==> src/rtl/mul_pkg.sv <==
// Shared types and defaults for the repeated-addition multiplier controller.
package mul_pkg;

    localparam int MUL_W        = 16;
    localparam int MUL_MAX_ITER = 65535;

    typedef enum logic [2:0] {
        S_IDLE   = 3'd0,
        S_LOAD_A = 3'd1,
        S_LOAD_B = 3'd2,
        S_RUN    = 3'd3,
        S_DONE   = 3'd4,
        S_ERR    = 3'd5
    } mul_state_e;

endpackage

==> src/rtl/mul_iter_cnt.sv <==
// Add-cycle counter for the watchdog; term_o flags the last permitted add.
module mul_iter_cnt
    import mul_pkg::*;
#(
    parameter int W        = MUL_W,
    parameter int MAX_ITER = MUL_MAX_ITER
) (
    input  logic clk,
    input  logic rst_n,
    input  logic clr_i,
    input  logic en_i,
    output logic term_o
);

    logic [W-1:0] cnt_q;
    logic [W-1:0] cnt_d;

    always_comb begin
        cnt_d = cnt_q;
        if (clr_i) begin
            cnt_d = '0;
        end else if (en_i) begin
            cnt_d = cnt_q + 1'b1;
        end
    end

    always_ff @(posedge clk or negedge rst_n) begin
        if (!rst_n) begin
            cnt_q <= '0;
        end else begin
            cnt_q <= cnt_d;
        end
    end

    assign term_o = (cnt_q == W'(MAX_ITER - 1));

endmodule

==> src/rtl/mul_ctrl.sv <==
// Start/busy/done sequencer for the repeated-addition multiplier datapath,
// with operand latches, operand bus mux and a stall watchdog.
module mul_ctrl
    import mul_pkg::*;
#(
    parameter int W        = MUL_W,
    parameter int MAX_ITER = MUL_MAX_ITER
) (
    input  logic         clk,
    input  logic         rst_n,
    input  logic         start,
    input  logic [W-1:0] a_in,
    input  logic [W-1:0] b_in,
    input  logic         eqz,
    output logic [W-1:0] bus,
    output logic         lda,
    output logic         ldb,
    output logic         clrp,
    output logic         ldp,
    output logic         dreb,
    output logic         busy,
    output logic         done,
    output logic         err
);

    // state  | meaning
    // IDLE   | waiting for start, outputs quiet
    // LOAD_A | multiplicand on bus, lda
    // LOAD_B | multiplier on bus, ldb + clrp
    // RUN    | one add per cycle until eqz or watchdog
    // DONE   | one-cycle done pulse
    // ERR    | watchdog tripped, err becomes sticky

    mul_state_e   state_q;
    logic [W-1:0] a_q;
    logic [W-1:0] b_q;
    logic         lda_q;
    logic         ldb_q;
    logic         clrp_q;
    logic         busy_q;
    logic         done_q;
    logic         err_q;

    logic         run;
    logic         accept;
    logic         term;

    assign run    = (state_q == S_RUN);
    assign accept = (state_q == S_IDLE) && start;

    mul_iter_cnt #(
        .W        (W),
        .MAX_ITER (MAX_ITER)
    ) u_iter_cnt (
        .clk    (clk),
        .rst_n  (rst_n),
        .clr_i  (accept),
        .en_i   (run && !eqz && !term),
        .term_o (term)
    );

    always_ff @(posedge clk or negedge rst_n) begin
        if (!rst_n) begin
            state_q <= S_IDLE;
            a_q     <= '0;
            b_q     <= '0;
            lda_q   <= 1'b0;
            ldb_q   <= 1'b0;
            clrp_q  <= 1'b0;
            busy_q  <= 1'b0;
            done_q  <= 1'b0;
            err_q   <= 1'b0;
        end else begin
            lda_q  <= 1'b0;
            ldb_q  <= 1'b0;
            clrp_q <= 1'b0;
            busy_q <= 1'b0;
            done_q <= 1'b0;
            case (state_q)
                S_IDLE: begin
                    if (start) begin
                        a_q     <= a_in;
                        b_q     <= b_in;
                        err_q   <= 1'b0;
                        lda_q   <= 1'b1;
                        busy_q  <= 1'b1;
                        state_q <= S_LOAD_A;
                    end
                end
                S_LOAD_A: begin
                    ldb_q   <= 1'b1;
                    clrp_q  <= 1'b1;
                    busy_q  <= 1'b1;
                    state_q <= S_LOAD_B;
                end
                S_LOAD_B: begin
                    busy_q  <= 1'b1;
                    state_q <= S_RUN;
                end
                S_RUN: begin
                    // eqz wins over the watchdog: a finished multiply is never an error
                    if (eqz) begin
                        done_q  <= 1'b1;
                        state_q <= S_DONE;
                    end else if (term) begin
                        err_q   <= 1'b1;
                        state_q <= S_ERR;
                    end else begin
                        busy_q  <= 1'b1;
                    end
                end
                S_DONE:  state_q <= S_IDLE;
                S_ERR:   state_q <= S_IDLE;
                default: state_q <= S_IDLE;
            endcase
        end
    end

    assign bus  = lda_q ? a_q : (ldb_q ? b_q : '0);
    assign lda  = lda_q;
    assign ldb  = ldb_q;
    assign clrp = clrp_q;
    assign ldp  = run && !eqz;
    assign dreb = run && !eqz;
    assign busy = busy_q;
    assign done = done_q;
    assign err  = err_q;

endmodule

==> config.mk <==
export PLATFORM = sky130hd
export DESIGN_NAME = mul_ctrl
export DESIGN_NICKNAME = d
export VERILOG_FILES = /design/src/rtl/mul_pkg.sv /design/src/rtl/mul_iter_cnt.sv /design/src/rtl/mul_ctrl.sv
export SDC_FILE = /design/constraint.sdc
export NUM_CORES = 1
export LEC_CHECK = 0
export CAP_MARGIN = 20
export CORE_AREA = 2 2 79 118
export CTS_BUF_LIST = sky130_fd_sc_hd__clkbuf_8
export DETAILED_ROUTE_END_ITERATION = 16
export DIE_AREA = 0 0 81 120
export GPL_TIMING_DRIVEN = 0
export PLACE_DENSITY = 0.63
export SLEW_MARGIN = 5
export SYNTH_ARGS = -nofsm -noshare
export SYNTH_HDL_FRONTEND = slang
export SYNTH_HIERARCHICAL = 1
export SYNTH_SLANG_ARGS = --single-unit
==> constraint.sdc <==
create_clock -name clk -period 2.75 [get_ports clk]
set_clock_uncertainty 0.2 [all_clocks]
set_input_delay 0.6875 -clock clk [delete_from_list [all_inputs] [get_ports clk]]
set_output_delay 0.6875 -clock clk [all_outputs]
set_load 0.01 [all_outputs]
; ---- Word level (Yosys, flattened, before mapping)
; Cells that the tools add are included.
[word_totals]
elab_cells = 50
inputBits = 36
out_inout_bits = 24
register_bits = 56
[op_classes]
eq_ne = 8
n_reduce_logical = 12
add_sub_neg = 1
n_mux = 20
[op_table]
columns = op, n
row1 = 2-to-1 mux 16 bit, 4
row2 = "adder 16 x 1 -> 16 bit, second input constant", 1
row3 = "equality test 16 bit, second input constant", 1
row4 = case mux 3 bit (4 select lines), 1
row5 = 2-to-1 mux 1 bit, 10
row6 = 2-to-1 mux 3 bit, 3
row7 = "equality test 3 x 2 -> 1 bit, second input constant", 2
row8 = "!= test 2 bit, second input constant", 2
row9 = AND reduction 2 bit, 2
row10 = AND reduction 4 bit, 1
row11 = nonzero test 2 bit, 2
row12 = "equality test 3 x 1 -> 1 bit, second input constant", 1
row13 = logical AND 1 bit, 3
row14 = logical NOT 3 bit, 1
row15 = "!= test 3 x 2 -> 1 bit, second input constant", 1
row16 = case mux 1 bit (3 select lines), 1
row17 = logical NOT 1 bit, 2
row18 = "!= test 2 x 1 -> 1 bit, second input constant", 1
row19 = case mux 1 bit (2 select lines), 1
row20 = OR reduction 2 bit, 1

; ---- Depth between registers and ports, before layout
; Gate-level depths: netlist of the first run.
[logic_depth]
depth_word = 5
ltp_mapped = 10
depth_no_buf = 9

; ---- Hierarchy
; Netlist of the first run, hierarchy kept.
[modules_own_cells]
columns = module, n_inst, area_each_um2, seq_area_each_um2, cells_each
row1 = mul_ctrl, 1, 1715.4, 1001.0, 119
row2 = mul_iter_cnt, 1, 838.3, 400.4, 84

; ---- Least setup slack after synthesis of the first run
; No wires, ideal clock.
[synth_path]
kind = input to register
startpoint = input port start
endpoint = register u_iter_cnt.cnt_q[15]
path_slack_ns = 0.030
path_buffers = 2
arrival_ns = 2.443
required_time_ns = 2.473
setup_ns = 0.077
stages = 7
path_cell_list = nor4b_4 > buf_6 > buf_2 > nor2_1 > or3_4 > or4_1 > a21oi_1
[synth_via]
elab_chain_cells = 2
word_cells_on_any_way = 3
cone_classes = mux: 1 / reduce/logical: 2
[synth_lines]
columns = element, line
row1 = "start, declared", mul_ctrl.sv:11  ; input logic start,
row2 = logical AND 1 bit (*), mul_ctrl.sv:49  ; assign accept = (state_q == S_IDLE) && start;
row3 = named net accept, mul_ctrl.sv:45  ; logic accept;
row4 = 2-to-1 mux 16 bit or nonzero test 2 bit (tied branches), --
row5 = "end signal, assigned", mul_iter_cnt.sv:31  ; cnt_q <= cnt_d;
row6 = "end, declared", mul_iter_cnt.sv:15  ; logic [W-1:0] cnt_q;
; The timed path passes the listed nets; every way through them passes the cells marked *.
; A chain may end at the register's enable or synchronous reset.

; ---- Worst setup path after layout of the first run
[layout_path]
startpoint = register lda_q, in the netlist lda
endpoint = output port bus[7]
[layout_via]
elab_chain_cells = 1
[layout_lines]
columns = element, line
row1 = "start, declared", mul_ctrl.sv:37  ; logic lda_q;
row2 = "start signal, assigned", mul_ctrl.sv:67  ; lda_q <= 1'b0;
row3 = "start signal, assigned", mul_ctrl.sv:74  ; lda_q <= 1'b0;
row4 = "start signal, assigned", mul_ctrl.sv:85  ; lda_q <= 1'b1;
row5 = 2-to-1 mux 16 bit, mul_ctrl.sv:119  ; assign bus = lda_q ? a_q : (ldb_q ? b_q : '0);
row6 = "end, declared", mul_ctrl.sv:15  ; output logic [W-1:0] bus,
; Every way passes these cells.

==> results of run 1 <==
[routing by layer]
metal	track usage, %	part of all wire (%)	up-vias
met2	21.6	54	43
met5	0	0	-
met1	11.9	38	900
li1	-	-	876
met4	4.13	1.4	0
met3	3.38	6.1	5
[sequential cells by signal, summed over array words and instances, names as in the netlist]
register / flops
a_q: 16
err: 1
u_iter_cnt/cnt_q: 16
b_q: 16
lda: 1
busy: 1
state_q: 3
done: 1
clrp: 1
[logic make-up after synthesis]
| kind of cell | synth area share (%) |
|---|---|
| flops | 54.9 |
| compound gates | 10.2 |
| mux | 14.1 |
| buf+inv | 3.92 |
| fa+ha+maj | 0.980 |
| xor+xnor | 3.09 |
| simple gates | 12.8 |
[timing repair]
item,4_1_cts,5_1_grt
buffers inserted,5,2
endpoints found under the setup margin,32,15
gates resized for setup,15,2
pin swaps,0,2
[where the power goes]
group          switching (mW)  internal (mW)  total [mW]
combinational           0.501          0.769        1.27
sequential              0.205           1.14        1.35
clock                   0.267          0.270       0.537
total                   0.973           2.18        3.15
[cells in the final DEF, fill, tap and decap left out, types with 4 or more instances in the layout]
master / instances
a21oi_1: 7
nand2_1: 10
buf_4: 10
dfrtp_1: 55
clkbuf_8: 5
inv_1: 4
buf_6: 4
xnor2_1: 6
nor2_1: 15
o21ai_0: 4
a22o_1: 15
clkdlybuf4s50_1: 55
mux2_2: 30
[per-stage QoR]
stage               TNS [ns]  util, %  instance area, um2  total power, mW  cells
detailed placement    -13.28     37.8                3300             2.57    373
finish                     0     40.2                3510             3.15    386
global route               0     40.2                3510             3.37    386
floorplan                  0        -                2550             2.07    203
CTS                        0     40.0                3490             3.18    385
global placement      -67.26     37.6                3280             2.54    372
[cells in the mapped netlist, types with 4 or more instances]
cell type / number / area share (%)
dfrtp_1: 56 / 55
mux2_2: 30 / 13
nor2_1: 16 / 2.4
a22o_1: 15 / 5.1
nand2_1: 10 / 1.5
a21oi_1: 7 / 1.4
xnor2_1: 6 / 2.1
buf_6: 4 / 1.8
inv_1: 4 / 0.59
o21ai_0: 4 / 0.78
[area by class of cell]
| type | instances | share of cell area (%) |
|---|---|---|
| clock inverter | 3 | 1.21 |
| clock buffer | 5 | 1.96 |
| sequential | 56 | 40.0 |
| inverter | 4 | 0.428 |
| tap | 110 | 3.93 |
| multi-input combinational | 131 | 31.5 |
| buffer | 10 | 2.32 |
| timing repair buffer | 67 | 18.7 |
[worst paths after layout]
path	start	endpoint	slack (ns)	cells after the start
min	rst_n	a_q[2]	0.16	1
max reg2reg	u_iter_cnt/cnt_q[6]	u_iter_cnt/cnt_q[15]	0.16	9
min in group clk	b_q[8]	b_q[8]	0.30	1
max	lda	bus[7]	0.1	4
max in group asynchronous	rst_n	a_q[10]	1.61	2
min reg2reg	b_q[8]	b_q[8]	0.30	1
[worst max-delay path, stage by stage, from the launching register on]
cell and delay [ns]:
dfrtp_2 0.45, nor2b_4 0.13, buf_4 0.19, a22o_1 0.14
clkdlybuf4s50_1 0.54
==> key figures, run 1 <==
Status
  • Status: complete, no violations

Floorplanning
  • Row cnt: 42
  • Initial core utilization: 29.3%
  • Core area: 0.00872 mm2
  • Die area: 0.00972 mm2
  • Die Width: 81 um
  • Die H: 120 um
  • IO Count: 60

Logic synthesis
  • Sequential element share of the synthesized area: 54.9%
  • Post-synth EDFFs: 0
  • Cell variety after synth: 41
  • Async S/R FF share, synth: 100%
  • Mean Syn Cell Area: 12.6 um2
  • Syn Inst Count: 203
  • Syn. warnings: 6
  • Net Count, Synth: 241
  • Mapped Area: 0.00255 mm2
  • Primary FF master, synth: dfrtp_1
  • FF+latch count, synth: 56

STA
  • Worst Tran Pin Value: 0.588 ns
  • Crit path time final: 2.65 ns
  • Fin. Hold Viols: 0
  • Final setup margin: 0.0973 ns
  • Max-slew headroom: 60.8%
  • Final Hold Slack: 0.159 ns
  • RSZ-0062 raised after global routing: false
  • Final critical-path share of the clock period: 96.5%
  • Final slew viol count: 0
  • Max frequency: 0.377 GHz
  • Final Setup Violations: 0

Clock tree
  • H-tree levels: 2
  • Clk_lat worst skew: 0.31 ns
  • CTS Sinks: 56
  • CTS root buf: clkbuf_8
  • Clock Path Buffers: 2
  • CTS tree: built
  • Hold buffers post-CTS: 0
  • CTS Buf Count: 5
  • Worst-path clk slew: 0.10 ns

Routing
  • Final WL: 5400 um
  • DR iter-0 viols: 39
  • Drt first pass iters: 4
  • Avg WL per Cell: 14.0 um
  • Antenna-violating nets left: 0
  • Residual DRC: 0
  • Avg Vias per Cell: 4.73
  • Vias: 1824

Power
  • Worst IR Drop VDD: 456 uV
  • Power Dens Cells: 900 mW/mm2
  • Leak: 1.47 nW

Global routing
  • Global route total overflow: 0
  • Global Route Usage Sum: 11.6%
  • First-pass GRT wire length: 8770 um
  • Vias in the first global route: 1885
  • Largest net degree at the start of global routing: 33
  • Initial antenna violation count: 0

Finish
  • Share of layout cells above drive strength 1: 24.3%
  • Nets: 313
  • Multi-input gate area: 0.00110 mm2
  • Filler cells: 845
  • Ant. Diodes: 0
  • Area growth, synth to finish: 37.3%
  • Sequential cell area: 0.00140 mm2

Critical path
  • Startpoint types: register
  • Crit Path Max Fanout: 10
  • Worst Path Required: 1.86 ns
  • Worst Setup End Kind: output port
  • WS Path Type: register to output port
  • Data arrival, critical path: 1.77 ns

Placed design
  • Setup WS pre-CTS: -0.976 ns
  • Detail Placement HPWL: 4000 um
  • Number of port buffers: 59
  • GPL Wtd Cong: 0.738

Worst hold path
  • Hold Path Class: input pin to async pin

Job
  • Max-Cap Viols: 0
Power figures use the tool's default switching activity.
==> inputs of run 2 (changes only) <==
--- a/config.mk
+++ b/config.mk
@@ -12,7 +12,7 @@
 export DIE_AREA = 0 0 81 120
 export GPL_TIMING_DRIVEN = 0
 export PLACE_DENSITY = 0.63
-export SLEW_MARGIN = 5
+export SLEW_MARGIN = 20
 export SYNTH_ARGS = -nofsm -noshare
 export SYNTH_HDL_FRONTEND = slang
 export SYNTH_HIERARCHICAL = 1
==> key figures, run 2 (synthesized netlist as in run 1, its figures left out) <==
Clock tree
  • CTS root buf: clkbuf_8
  • Clk_lat worst skew: 0.31 ns
  • CTS Buf Count: 5
  • CTS tree: built
  • Worst-path clk slew: 0.09 ns
  • CTS Sinks: 56
  • H-tree levels: 2
  • Hold buffers post-CTS: 0
  • Clock Path Buffers: 2

Routing
  • Final WL: 5410 um
  • Routed wire length on met3: 328 um
  • Drt first pass iters: 4
  • WL met2: 2830 um
  • DR iter-0 viols: 63
  • Vias: 1816
  • Highest metal used: met4
  • Avg WL per Cell: 14.1 um
  • Residual DRC: 0
  • Metal1 wirelength: 2180 um
  • Avg Vias per Cell: 4.73
  • Antenna-violating nets left: 0

Global routing
  • Largest net degree at the start of global routing: 57
  • Vias in the first global route: 1857
  • Global route total overflow: 0
  • Initial antenna violation count: 0
  • Global Route Usage Sum: 11.6%
  • First-pass GRT wire length: 8740 um

Finish
  • Area growth, synth to finish: 35.4%
  • Most frequent cells in the layout: dfrtp_1, clkdlybuf4s50_1, mux2_2
  • Regs by FF count: a_q (16), b_q (16), u_iter_cnt/cnt_q (16)
  • Ant. Diodes: 0
  • Share of layout cells above drive strength 1: 23.7%
  • Fin area: 0.00346 mm2
  • Final Util: 39.6%
  • Nets: 311

STA
  • Fin. Hold Viols: 0
  • Final setup margin: 0.0974 ns
  • Final Hold Slack: 0.206 ns
  • Crit path time final: 2.65 ns
  • Setup_tns: 0 ns
  • Max-slew headroom: 53.4%
  • Final Setup Violations: 0
  • Max frequency: 0.377 GHz
  • Final critical-path share of the clock period: 96.5%
  • Final slew viol count: 0
  • Worst Tran Pin Value: 0.700 ns
  • RSZ-0062 raised after global routing: false

Critical path
  • Data arrival, critical path: 1.77 ns
  • WS Path Type: register to output port
  • Worst Setup End Kind: output port
  • Launch point of the worst path: lda
  • Reg-to-reg startpoint: u_iter_cnt/cnt_q[6]
  • Worst Path Required: 1.86 ns
  • Worst R2R Setup Slack: 0.17 ns
  • Crit Path Max Fanout: 10
  • Startpoint types: register
  • Reg-to-Reg End: u_iter_cnt/cnt_q[15]
  • Worst R2R Path Depth: 9

Placed design
  • Setup WS pre-CTS: -0.972 ns
  • GPL Wtd Cong: 0.738
  • Number of port buffers: 59
  • Detail Placement HPWL: 3890 um
  • Placed cell area: 0.00328 mm2

Floorplanning
  • Row cnt: 42
  • Die H: 120 um
  • Die area: 0.00972 mm2
  • IO Count: 60
  • Core area: 0.00872 mm2
  • Die Width: 81 um
  • Initial core utilization: 29.3%

Job
  • Max-Cap Viols: 0

Power
  • Worst IR Drop VDD: 403 uV
  • Leak: 1.46 nW
  • Power Dens Cells: 885 mW/mm2

Status
  • Status: complete, no violations

Worst hold path
  • Hold Path Class: input pin to async pin
## run 2: worst max-delay path by stage
stage               slack [ns]  depth (start not counted)                   end
CTS                       0.04                          8  u_iter_cnt/cnt_q[15]
global route             0.004                          9  u_iter_cnt/cnt_q[10]
finish                     0.1                          4               bus[11]
floorplan                 0.03                          7  u_iter_cnt/cnt_q[15]
detailed placement       -0.97                          8  u_iter_cnt/cnt_q[12]
global placement         -0.97                          1               b_q[10]
## run 2: timing repair
| item | 4_1_cts | 5_1_grt |
|---|---|---|
| cloned | 0 | 0 |
| gates resized for setup | 15 | 1 |
| pin swaps | 0 | 1 |
| setup buffers | 5 | 1 |
| setup endpoints to repair | 32 | 18 |
| endpoints found under the hold margin | 0 | 0 |
## run 2: area by class of cell
cell class	instances	area, um2
fill	834	5270
buffer	10	81.3
tap	110	138
clock inverter	2	10.0
timing repair buffer	65	629
inverter	4	15.0
clock buffer	6	82.6
sequential	56	1400
multi-input combinational	131	1100
## run 2: metal layers
metal / vias up / global-route usage (%)
met3: 5 / 3.38
met1: 894 / 12.0
met5: - / 0
li1: 868 / -
met2: 49 / 21.3
met4: 0 / 4.13
## run 2: stage by stage
stage | cells | power [mW]
2_1_floorplan | 203 | 2.07
3_3_place_gp | 372 | 2.54
3_5_place_dp | 372 | 2.57
4_1_cts | 384 | 3.10
5_1_grt | 384 | 3.27
6_report | 384 | 3.06
## run 2: report_power, final
part / internal (mW) / switching, mW / leakage [nW]
clock: 0.202 / 0.257 / 0.0510
combinational: 0.757 / 0.498 / 0.706
sequential: 1.14 / 0.205 / 0.699
total: 2.10 / 0.960 / 1.46
## run 2: worst max-delay path, cell delays in order, from the launching register on
cell and delay (ns):
dfrtp_2 0.46, nor2b_4 0.13, buf_4 0.19, a22o_1 0.15
clkdlybuf4s50_1 0.53
